### config.mk
export PLATFORM = sky130hd
export DESIGN_NAME = rf_writeback_queue_flat
export DESIGN_NICKNAME = d
export VERILOG_FILES = /design/src/rtl/rf_writeback_queue_if.sv /design/src/rtl/rf_writeback_queue.sv /design/src/flat_wrapper.sv
export SDC_FILE = /design/constraint.sdc
export NUM_CORES = 1
export LEC_CHECK = 0
export BUFFER_PORTS_ARGS = -buffer_cell sky130_fd_sc_hd__buf_2
export CAP_MARGIN = 40
export CORE_MARGIN = 2
export CORE_UTILIZATION = 54
export DETAILED_ROUTE_END_ITERATION = 7
export PLACE_DENSITY = 0.79
export SKIP_LAST_GASP = 1
export SLEW_MARGIN = 20
export SYNTH_ARGS = -nofsm -noshare
export SYNTH_HDL_FRONTEND = slang
export SYNTH_SLANG_ARGS = --single-unit
export TNS_END_PERCENT = 1
### constraint.sdc
create_clock -name clk -period 2.7 [get_ports clk]
set_clock_uncertainty 0.1 [all_clocks]
set_input_delay 0.135 -clock clk [delete_from_list [all_inputs] [get_ports clk]]
set_output_delay 0.135 -clock clk [all_outputs]
set_load 0.005 [all_outputs]
### src/rtl/rf_writeback_queue_if.sv
// Bundle of producer, register-file write, forwarding-lookup and status signals
// for rf_writeback_queue. The queue uses the slave modport; the driver side uses master.
interface rf_writeback_queue_if #(
    parameter int DEPTH  = 4,
    parameter int ADDR_W = 5,
    parameter int DATA_W = 8
);
    localparam int CNT_W = $clog2(DEPTH) + 1;

    logic              in_valid;
    logic              in_ready;
    logic [ADDR_W-1:0] in_addr;
    logic [DATA_W-1:0] in_data;
    logic              drain_hold;
    logic              write_enable;
    logic [ADDR_W-1:0] write_addr;
    logic [DATA_W-1:0] write_data;
    logic [ADDR_W-1:0] look_addr_1;
    logic [ADDR_W-1:0] look_addr_2;
    logic              look_hit_1;
    logic              look_hit_2;
    logic [DATA_W-1:0] look_data_1;
    logic [DATA_W-1:0] look_data_2;
    logic [CNT_W-1:0]  count;
    logic              empty;

    modport master (
        output in_valid, in_addr, in_data, drain_hold, look_addr_1, look_addr_2,
        input  in_ready, write_enable, write_addr, write_data,
               look_hit_1, look_hit_2, look_data_1, look_data_2, count, empty
    );

    modport slave (
        input  in_valid, in_addr, in_data, drain_hold, look_addr_1, look_addr_2,
        output in_ready, write_enable, write_addr, write_data,
               look_hit_1, look_hit_2, look_data_1, look_data_2, count, empty
    );
endinterface

### src/rtl/rf_writeback_queue.sv
// Register-file write-back FIFO with a combinational forwarding lookup for decode.
// Optional forwarding comparators are built only when RF_WBQ_FORWARD_EN is defined.
module rf_writeback_queue #(
    parameter int DEPTH  = 4,
    parameter int ADDR_W = 5,
    parameter int DATA_W = 8
) (
    input  logic                 clk,
    input  logic                 rst,
    rf_writeback_queue_if.slave  bus
);
    localparam int PTR_W = $clog2(DEPTH);
    localparam int CNT_W = PTR_W + 1;

    logic [ADDR_W-1:0] addr_q [DEPTH];
    logic [ADDR_W-1:0] addr_d [DEPTH];
    logic [DATA_W-1:0] data_q [DEPTH];
    logic [DATA_W-1:0] data_d [DEPTH];
    logic [DEPTH-1:0]  valid_q, valid_d;
    logic [PTR_W-1:0]  wr_ptr_q, wr_ptr_d;
    logic [PTR_W-1:0]  rd_ptr_q, rd_ptr_d;
    logic [CNT_W-1:0]  count_q, count_d;

    logic in_ready;
    logic empty;
    logic push;
    logic pop;

    // Readiness depends on registered occupancy only, never on this cycle's pop.
    assign in_ready = (count_q < CNT_W'(DEPTH));
    assign empty    = (count_q == '0);
    assign push     = bus.in_valid && in_ready && (bus.in_addr != '0);
    assign pop      = !empty && !bus.drain_hold;

    always_comb begin
        addr_d   = addr_q;
        data_d   = data_q;
        valid_d  = valid_q;
        wr_ptr_d = wr_ptr_q;
        rd_ptr_d = rd_ptr_q;
        count_d  = count_q;
        if (push) begin
            addr_d[wr_ptr_q]  = bus.in_addr;
            data_d[wr_ptr_q]  = bus.in_data;
            valid_d[wr_ptr_q] = 1'b1;
            wr_ptr_d          = wr_ptr_q + 1'b1;
        end
        if (pop) begin
            valid_d[rd_ptr_q] = 1'b0;
            rd_ptr_d          = rd_ptr_q + 1'b1;
        end
        case ({push, pop})
            2'b10:   count_d = count_q + CNT_W'(1);
            2'b01:   count_d = count_q - CNT_W'(1);
            default: count_d = count_q;
        endcase
    end

    always_ff @(posedge clk or posedge rst) begin
        if (rst) begin
            wr_ptr_q <= '0;
            rd_ptr_q <= '0;
            count_q  <= '0;
            valid_q  <= '0;
            for (int i = 0; i < DEPTH; i++) begin
                addr_q[i] <= '0;
                data_q[i] <= '0;
            end
        end else begin
            wr_ptr_q <= wr_ptr_d;
            rd_ptr_q <= rd_ptr_d;
            count_q  <= count_d;
            valid_q  <= valid_d;
            addr_q   <= addr_d;
            data_q   <= data_d;
        end
    end

    assign bus.in_ready     = in_ready;
    assign bus.empty        = empty;
    assign bus.count        = count_q;
    assign bus.write_enable = pop;
    assign bus.write_addr   = empty ? '0 : addr_q[rd_ptr_q];
    assign bus.write_data   = empty ? '0 : data_q[rd_ptr_q];

`ifdef RF_WBQ_FORWARD_EN
    logic [DEPTH-1:0] match_1;
    logic [DEPTH-1:0] match_2;

    // Address 0 is the hardwired-zero register and never forwards.
    for (genvar gi = 0; gi < DEPTH; gi++) begin : g_match
        assign match_1[gi] = valid_q[gi] && (addr_q[gi] == bus.look_addr_1) && (bus.look_addr_1 != '0);
        assign match_2[gi] = valid_q[gi] && (addr_q[gi] == bus.look_addr_2) && (bus.look_addr_2 != '0);
    end

    logic              hit_1, hit_2;
    logic [DATA_W-1:0] fwd_1, fwd_2;
    logic [PTR_W-1:0]  scan_idx;

    // Walk from oldest to youngest so the last match seen is the youngest.
    always_comb begin
        hit_1    = 1'b0;
        hit_2    = 1'b0;
        fwd_1    = '0;
        fwd_2    = '0;
        scan_idx = '0;
        for (int k = 0; k < DEPTH; k++) begin
            scan_idx = rd_ptr_q + PTR_W'(k);
            if (match_1[scan_idx]) begin
                hit_1 = 1'b1;
                fwd_1 = data_q[scan_idx];
            end
            if (match_2[scan_idx]) begin
                hit_2 = 1'b1;
                fwd_2 = data_q[scan_idx];
            end
        end
    end

    assign bus.look_hit_1  = hit_1;
    assign bus.look_hit_2  = hit_2;
    assign bus.look_data_1 = fwd_1;
    assign bus.look_data_2 = fwd_2;
`else
    // Lookup ports stay in the port list; decode must stall on pending matches instead.
    logic unused_look;
    assign unused_look     = ^{bus.look_addr_1, bus.look_addr_2};
    assign bus.look_hit_1  = 1'b0;
    assign bus.look_hit_2  = 1'b0;
    assign bus.look_data_1 = '0;
    assign bus.look_data_2 = '0;
`endif
endmodule

### src/flat_wrapper.sv
// flat-port wrapper written by rule: the top's interface ports become plain ports
module rf_writeback_queue_flat 
#(
    parameter int DEPTH  = 4,
    parameter int ADDR_W = 5,
    parameter int DATA_W = 8
)
  (clk, rst, bus_in_valid, bus_in_addr, bus_in_data, bus_drain_hold, bus_look_addr_1, bus_look_addr_2, bus_in_ready, bus_write_enable, bus_write_addr, bus_write_data, bus_look_hit_1, bus_look_hit_2, bus_look_data_1, bus_look_data_2, bus_count, bus_empty);
  rf_writeback_queue_if #(.DEPTH(DEPTH), .ADDR_W(ADDR_W), .DATA_W(DATA_W)) bus_i ();
  input  logic clk;
  input  logic rst;
  input wire logic [$bits(bus_i.in_valid)-1:0] bus_in_valid;
  input wire logic [$bits(bus_i.in_addr)-1:0] bus_in_addr;
  input wire logic [$bits(bus_i.in_data)-1:0] bus_in_data;
  input wire logic [$bits(bus_i.drain_hold)-1:0] bus_drain_hold;
  input wire logic [$bits(bus_i.look_addr_1)-1:0] bus_look_addr_1;
  input wire logic [$bits(bus_i.look_addr_2)-1:0] bus_look_addr_2;
  output wire logic [$bits(bus_i.in_ready)-1:0] bus_in_ready;
  output wire logic [$bits(bus_i.write_enable)-1:0] bus_write_enable;
  output wire logic [$bits(bus_i.write_addr)-1:0] bus_write_addr;
  output wire logic [$bits(bus_i.write_data)-1:0] bus_write_data;
  output wire logic [$bits(bus_i.look_hit_1)-1:0] bus_look_hit_1;
  output wire logic [$bits(bus_i.look_hit_2)-1:0] bus_look_hit_2;
  output wire logic [$bits(bus_i.look_data_1)-1:0] bus_look_data_1;
  output wire logic [$bits(bus_i.look_data_2)-1:0] bus_look_data_2;
  output wire logic [$bits(bus_i.count)-1:0] bus_count;
  output wire logic [$bits(bus_i.empty)-1:0] bus_empty;
  assign bus_i.in_valid = bus_in_valid;
  assign bus_i.in_addr = bus_in_addr;
  assign bus_i.in_data = bus_in_data;
  assign bus_i.drain_hold = bus_drain_hold;
  assign bus_i.look_addr_1 = bus_look_addr_1;
  assign bus_i.look_addr_2 = bus_look_addr_2;
  assign bus_in_ready = bus_i.in_ready;
  assign bus_write_enable = bus_i.write_enable;
  assign bus_write_addr = bus_i.write_addr;
  assign bus_write_data = bus_i.write_data;
  assign bus_look_hit_1 = bus_i.look_hit_1;
  assign bus_look_hit_2 = bus_i.look_hit_2;
  assign bus_look_data_1 = bus_i.look_data_1;
  assign bus_look_data_2 = bus_i.look_data_2;
  assign bus_count = bus_i.count;
  assign bus_empty = bus_i.empty;
  rf_writeback_queue #(.DEPTH(DEPTH), .ADDR_W(ADDR_W), .DATA_W(DATA_W)) u_core (.clk(clk), .rst(rst), .bus(bus_i));
endmodule
### Yosys cells after proc, flatten, opt, wreduce, memory -nomap -nowiden

Cells that the tools add are included.

| word-level totals | value |
|---|---|
| register bits after elaboration | 59 |
| input bits | 27 |
| output and inout port bits | 37 |
| word-level logic and storage cells | 47 |

| operators by class | value |
|---|---|
| add/sub/neg operators | 4 |
| magnitude comparators | 4 |
| eq/ne operators | 2 |
| muxes and demuxes | 15 |
| bitwise operators | 2 |
| reduce and logical (&&, ||, !) cells | 9 |

Operator list:

| operator | number |
|---|---|
| $bwmux W32 | 1 |
| $mux W8 | 4 |
| $bwmux W20 | 1 |
| $mux W5 | 4 |
| $bmux W8 S2 | 1 |
| $demux W8 S2 | 1 |
| $bmux W5 S2 | 1 |
| $demux W5 S2 | 1 |
| $ge A3 B3 Y1 const B | 2 |
| $not A2 Y3 | 2 |
| $pmux W3 S2 | 1 |
| $reduce_bool A5 Y1 | 1 |
| $add A2 B1 Y2 const B | 2 |
| $logic_and A1 B1 Y1 | 4 |
| $add A3 B1 Y3 const B | 1 |
| $logic_not A3 Y1 | 1 |
| $lt A3 B1 Y1 const B | 1 |
| $lt A3 B3 Y1 const B | 1 |
| $sub A3 B1 Y3 const B | 1 |
| $eq A2 B1 Y1 const B | 1 |
| $eq A2 B2 Y1 const B | 1 |
| $logic_not A1 Y1 | 2 |
| $reduce_bool A2 Y1 | 1 |

### Longest topological paths before layout

| depth | value |
|---|---|
| word-level depth | 6 |
| depth in mapped cells | 9 |

### Least setup slack after synthesis

Ideal clock, no wire load.

| path | value |
|---|---|
| path type | reg-to-reg |
| from | register u_core.count_q[2] (netlist: u_core.bus.count[2]) |
| to | register u_core.count_q[2] (netlist: u_core.bus.count[2]) |
| arrival | 1.837 ns |
| required time | 2.476 ns |
| path slack | 0.639 ns |
| stages on the path, launching flop included | 9 |
| buffers on the path | 0 |
| cells stage by stage | dfrtp_1 nor3_1 nor2_1 ha_1 inv_1 fa_1 xor2_1 nor2_1 xnor2_1 |

| between the ends | value |
|---|---|
| longest elaborated chain between the ends | 5 |

RTL lines:

| item | line | text |
|---|---|---|
| from (decl) | rf_writeback_queue.sv:22 | `logic [CNT_W-1:0] count_q, count_d;` |
| from (signal assigned) | rf_writeback_queue.sv:72 | `count_q <= count_d;` |
| $logic_not A3 Y1 * | rf_writeback_queue.sv:31 | `assign empty = (count_q == '0);` |
| $logic_not A1 Y1 * | rf_writeback_queue.sv:33 | `assign pop = !empty && !bus.drain_hold;` |
| $logic_and A1 B1 Y1 * | rf_writeback_queue.sv:33 |  |
| named net bus_write_enable | flat_wrapper.sv:19 | `output wire logic [$bits(bus_i.write_enable)-1:0] bus_write_enable;` |
| $eq A2 B1 Y1 or $eq A2 B2 Y1 (tied branches) | rf_writeback_queue.sv:52 | `case ({push, pop})` |
| $pmux W3 S2 or $reduce_bool A2 Y1 (tied branches) | n/a |  |

Mark *: on every way through the listed nets, which the timed path passes. The rest lies on a longest branch.
A chain may end at the register's enable or synchronous reset.

### Worst setup path in the final report

| path | value |
|---|---|
| from | input bus_in_addr[1] |
| to | register u_core.count_q[2] (netlist: u_core.bus.count[2]) |

| between the ends | value |
|---|---|
| longest elaborated chain between the ends | 4 |

RTL lines:

| item | line | text |
|---|---|---|
| from (decl) | flat_wrapper.sv:13 | `input wire logic [$bits(bus_i.in_addr)-1:0] bus_in_addr;` |
| $reduce_bool A5 Y1 * | rf_writeback_queue.sv:32 | `assign push = bus.in_valid && in_ready && (bus.in_addr != '0);` |
| $logic_and A1 B1 Y1 * | rf_writeback_queue.sv:32 |  |
| $eq A2 B1 Y1 or $eq A2 B2 Y1 (tied branches) | rf_writeback_queue.sv:52 |  |
| $pmux W3 S2 or $reduce_bool A2 Y1 (tied branches) | n/a |  |

Mark *: on every way between the ends. The rest lies on a longest branch, timed or not.

==> results.md <==
- Outcome: finished clean
- Share of layout cells above drive strength 1: 0.403
- Max clock buf depth: 2
- Die Width: 78.8 µm
- Req. time, crit path: 2.86 ns
- Unrepaired setup endpoints after global routing: no
- WHS Path Cells: 2
- Fraction of registers with async set/reset: 1.00
- Critical Path AT: 2.59 ns
- Number of fill cells: 423
- Nets: 292
- Iter 0 DRT Violations: 120
- Vias in the first global route: 1880
- Fmax: 0.411 GHz
- Setup-failing EPs final: 0
- Min cycle time layout: 2.44 ns
- Mean Syn Cell Area: 14.5 µm²
- Reg-to-reg startpoint: u_core.wr_ptr_q[1]
- Yosys cell types: 31
- Overall routing resource usage: 0.212
- Final Hold Fails: 0
- R2R Path End: u_core.data_q[17]
- DR pass1 iterations: 4
- # clock sinks: 59
- Detailed Place HPWL: 3810 µm
- Hold Crit Endpoint: u_core.addr_q[9]
- Via count: 1810
- Pwr dens: 1180 nW/µm²
- VDD IR max: 0.000783 V
- FF+latch count, synth: 59
- Worst hold path class: input pin to flip-flop
- I/O Buffers: 35
- Worst-margin pin slew: 0.707 ns
- Count of final max-slew check failures: 0
- Root buffer selected by CTS: clkbuf_8
- Fin area: 3500 µm²
- Clk Latency, worst-skew pair: 0.34 ns
- Maximum number of pins on one net before global-route repair: 32
- Post-CTS Setup Inserts: 0
- First-pass GRT wire length: 9670 µm
- Wire per inst: 16.8 µm
- Worst R2R Path Depth: 5
- Gate Count Post-Synth: 209
- Clock Pin Slew Worst Setup and Hold Paths: 0.06 ns
- Warnings, synthesis: 0
- Worst hold start: bus_in_addr[4]
- GPL Wtd Cong: 0.737
- Boundary Pins: 64
- Avg Vias per Cell: 5.40
- Kind of critical path: input pin to flip-flop
- DRC: 0
- CTS tree: yes
- Max_slew headroom: 0.529
- Antenna violations before repair: 0
- Die Span Y: 78.8 µm
- Area grow syn2layout: 15.9%
- DRT antenna net count: 0
- H-tree depth: 3
- Post-synth EDFFs: 0
- Dominant synthesized flop cell: dfrtp_1
- Fin crit share: 0.902
- Routed WL: 5630 µm
- Remaining global-route overflow: 0
- DP Area: 3180 µm²
- Core region area: 5440 µm²
- Setup TNS: 0 ns
- Setup crit end kind: flip-flop
- Post-synth design cell area: 3020 µm²
- Cts bufs inserted: 9
- Worst reg2reg setup slack: 0.60 ns
- Register area share after synthesis: 0.489
- Die Area: 6210 µm²
- Num rows: 27
- Initial Util: 0.555
- Max Cap Viol: 0
- Leakage power: 0.00169 µW
- Startpoint types: input pin
- Inserted Diodes: 0
- Crit Path Max Fanout: 6
[synth_stat cells, types with 2 or more instances]
cell | n | area share
and3b_1 | 4 | 0.012
nor2b_1 | 13 | 0.027
ha_1 | 5 | 0.021
a22o_2 | 4 | 0.013
xnor2_1 | 3 | 0.0087
buf_4 | 18 | 0.045
mux2_1 | 6 | 0.022
buf_8 | 2 | 0.0099
o21ai_4 | 3 | 0.016
buf_2 | 8 | 0.013
nor3_1 | 2 | 0.0033
inv_1 | 8 | 0.0099
nor2_1 | 3 | 0.0037
a22o_1 | 16 | 0.046
xor2_1 | 3 | 0.0087
mux4_2 | 13 | 0.097
mux2_2 | 16 | 0.060
mux2_4 | 11 | 0.055
dfrtp_1 | 59 | 0.49
[routing by layer]
metal	global-route usage	routed length [µm]
met1	0.282	2540
met2	0.332	2710
met3	0.0534	294
met4	0.0947	89
met5	0	0
[area by class of cell]
type / count / area (µm²) / area share
Timing Repair Buffer: 52 / 348 / 0.0994
Tap cell: 72 / 90.1 / 0.0257
Clock inverter: 2 / 35.0 / 0.0100
Sequential cell: 59 / 1480 / 0.422
Multi-Input combinational cell: 129 / 1360 / 0.389
Clock buffer: 13 / 159 / 0.0454
Inverter: 8 / 30.0 / 0.00858
[worst max-delay path by stage]
stage                        startpoint                   to  cells past startpoint
global route             bus_in_addr[1]  u_core.bus.count[2]                     11
detailed placement       bus_in_addr[4]  u_core.bus.count[2]                     10
floorplan           u_core.bus.count[2]  u_core.bus.count[2]                      8
finish                   bus_in_addr[1]  u_core.bus.count[2]                     11
CTS                      bus_in_addr[1]  u_core.bus.count[2]                     11
global placement         bus_in_addr[4]  u_core.bus.count[2]                     10
[layout by cell type (no fill, tap or decap), types with 7 or more instances in the layout]
master and n:
a22o_1 16, buf_2 35, clkbuf_8 11, conb_1 18, dfrtp_1 59, dlygate4sd3_1 13, inv_1 7, mux2_2 16
mux2_4 11, mux4_2 13, nor2b_1 13
[cells by family after synthesis]
| kind of cell | count (synthesis) | share of synthesized area |
|---|---|---|
| AOI/OAI and AO/OA | 27 | 0.0907 |
| xor gates and xnor gates | 6 | 0.0174 |
| adders and majority gates | 6 | 0.0273 |
| buffers and inverters | 38 | 0.0829 |
| DFF | 59 | 0.489 |
| muxes | 47 | 0.237 |
| other | 1 | 0.00124 |
| and+or+nand+nor | 25 | 0.0547 |
[flip-flops by register name, summed over array words and instances, names as in the netlist]
register and cells:
u_core.addr_q 20, u_core.bus.count 3, u_core.data_q 32, u_core.rd_ptr_q 2, u_core.wr_ptr_q 2
[metrics by stage]
| stage | util | hold WS (ns) | power (µW) | std cells | setup slack [ns] |
|---|---|---|---|---|---|
| finish | 0.644 | 0.0231 | 4140 | 335 | 0.264 |
| global route | 0.644 | 0.0170 | 4430 | 335 | 0.0819 |
| CTS | 0.644 | 0.000566 | 4190 | 335 | 0.250 |
| detailed placement | 0.584 | 0.153 | 3360 | 307 | 0.451 |
| global placement | 0.584 | 0.146 | 3280 | 307 | 0.490 |
| floorplan | - | 0.167 | 2880 | 226 | 0.639 |
[where the power goes]
part,internal [µW],switching [µW],total (µW)
clock,471,332,803
sequential,1320,322,1640
combinational,1080,611,1700
[critical path, cell delays in order]
cell and delay [ns]:
dlygate4sd3_1 0.53, buf_2 0.16, or3_4 0.44, o211a_4 0.27, inv_1 0.06, ha_1 0.17
inv_1 0.07, fa_1 0.38, xor2_1 0.15, nor2_1 0.11, xnor2_1 0.12
[timing repair]
| item | CTS | global route |
|---|---|---|
| resized for setup | 0 | 0 |
| hold endpoints to repair | 70 | 0 |
| endpoints found under the setup margin | 0 | 0 |
| hold buffers | 13 | 0 |
Note: power is estimated with default switching activity, not from simulation.
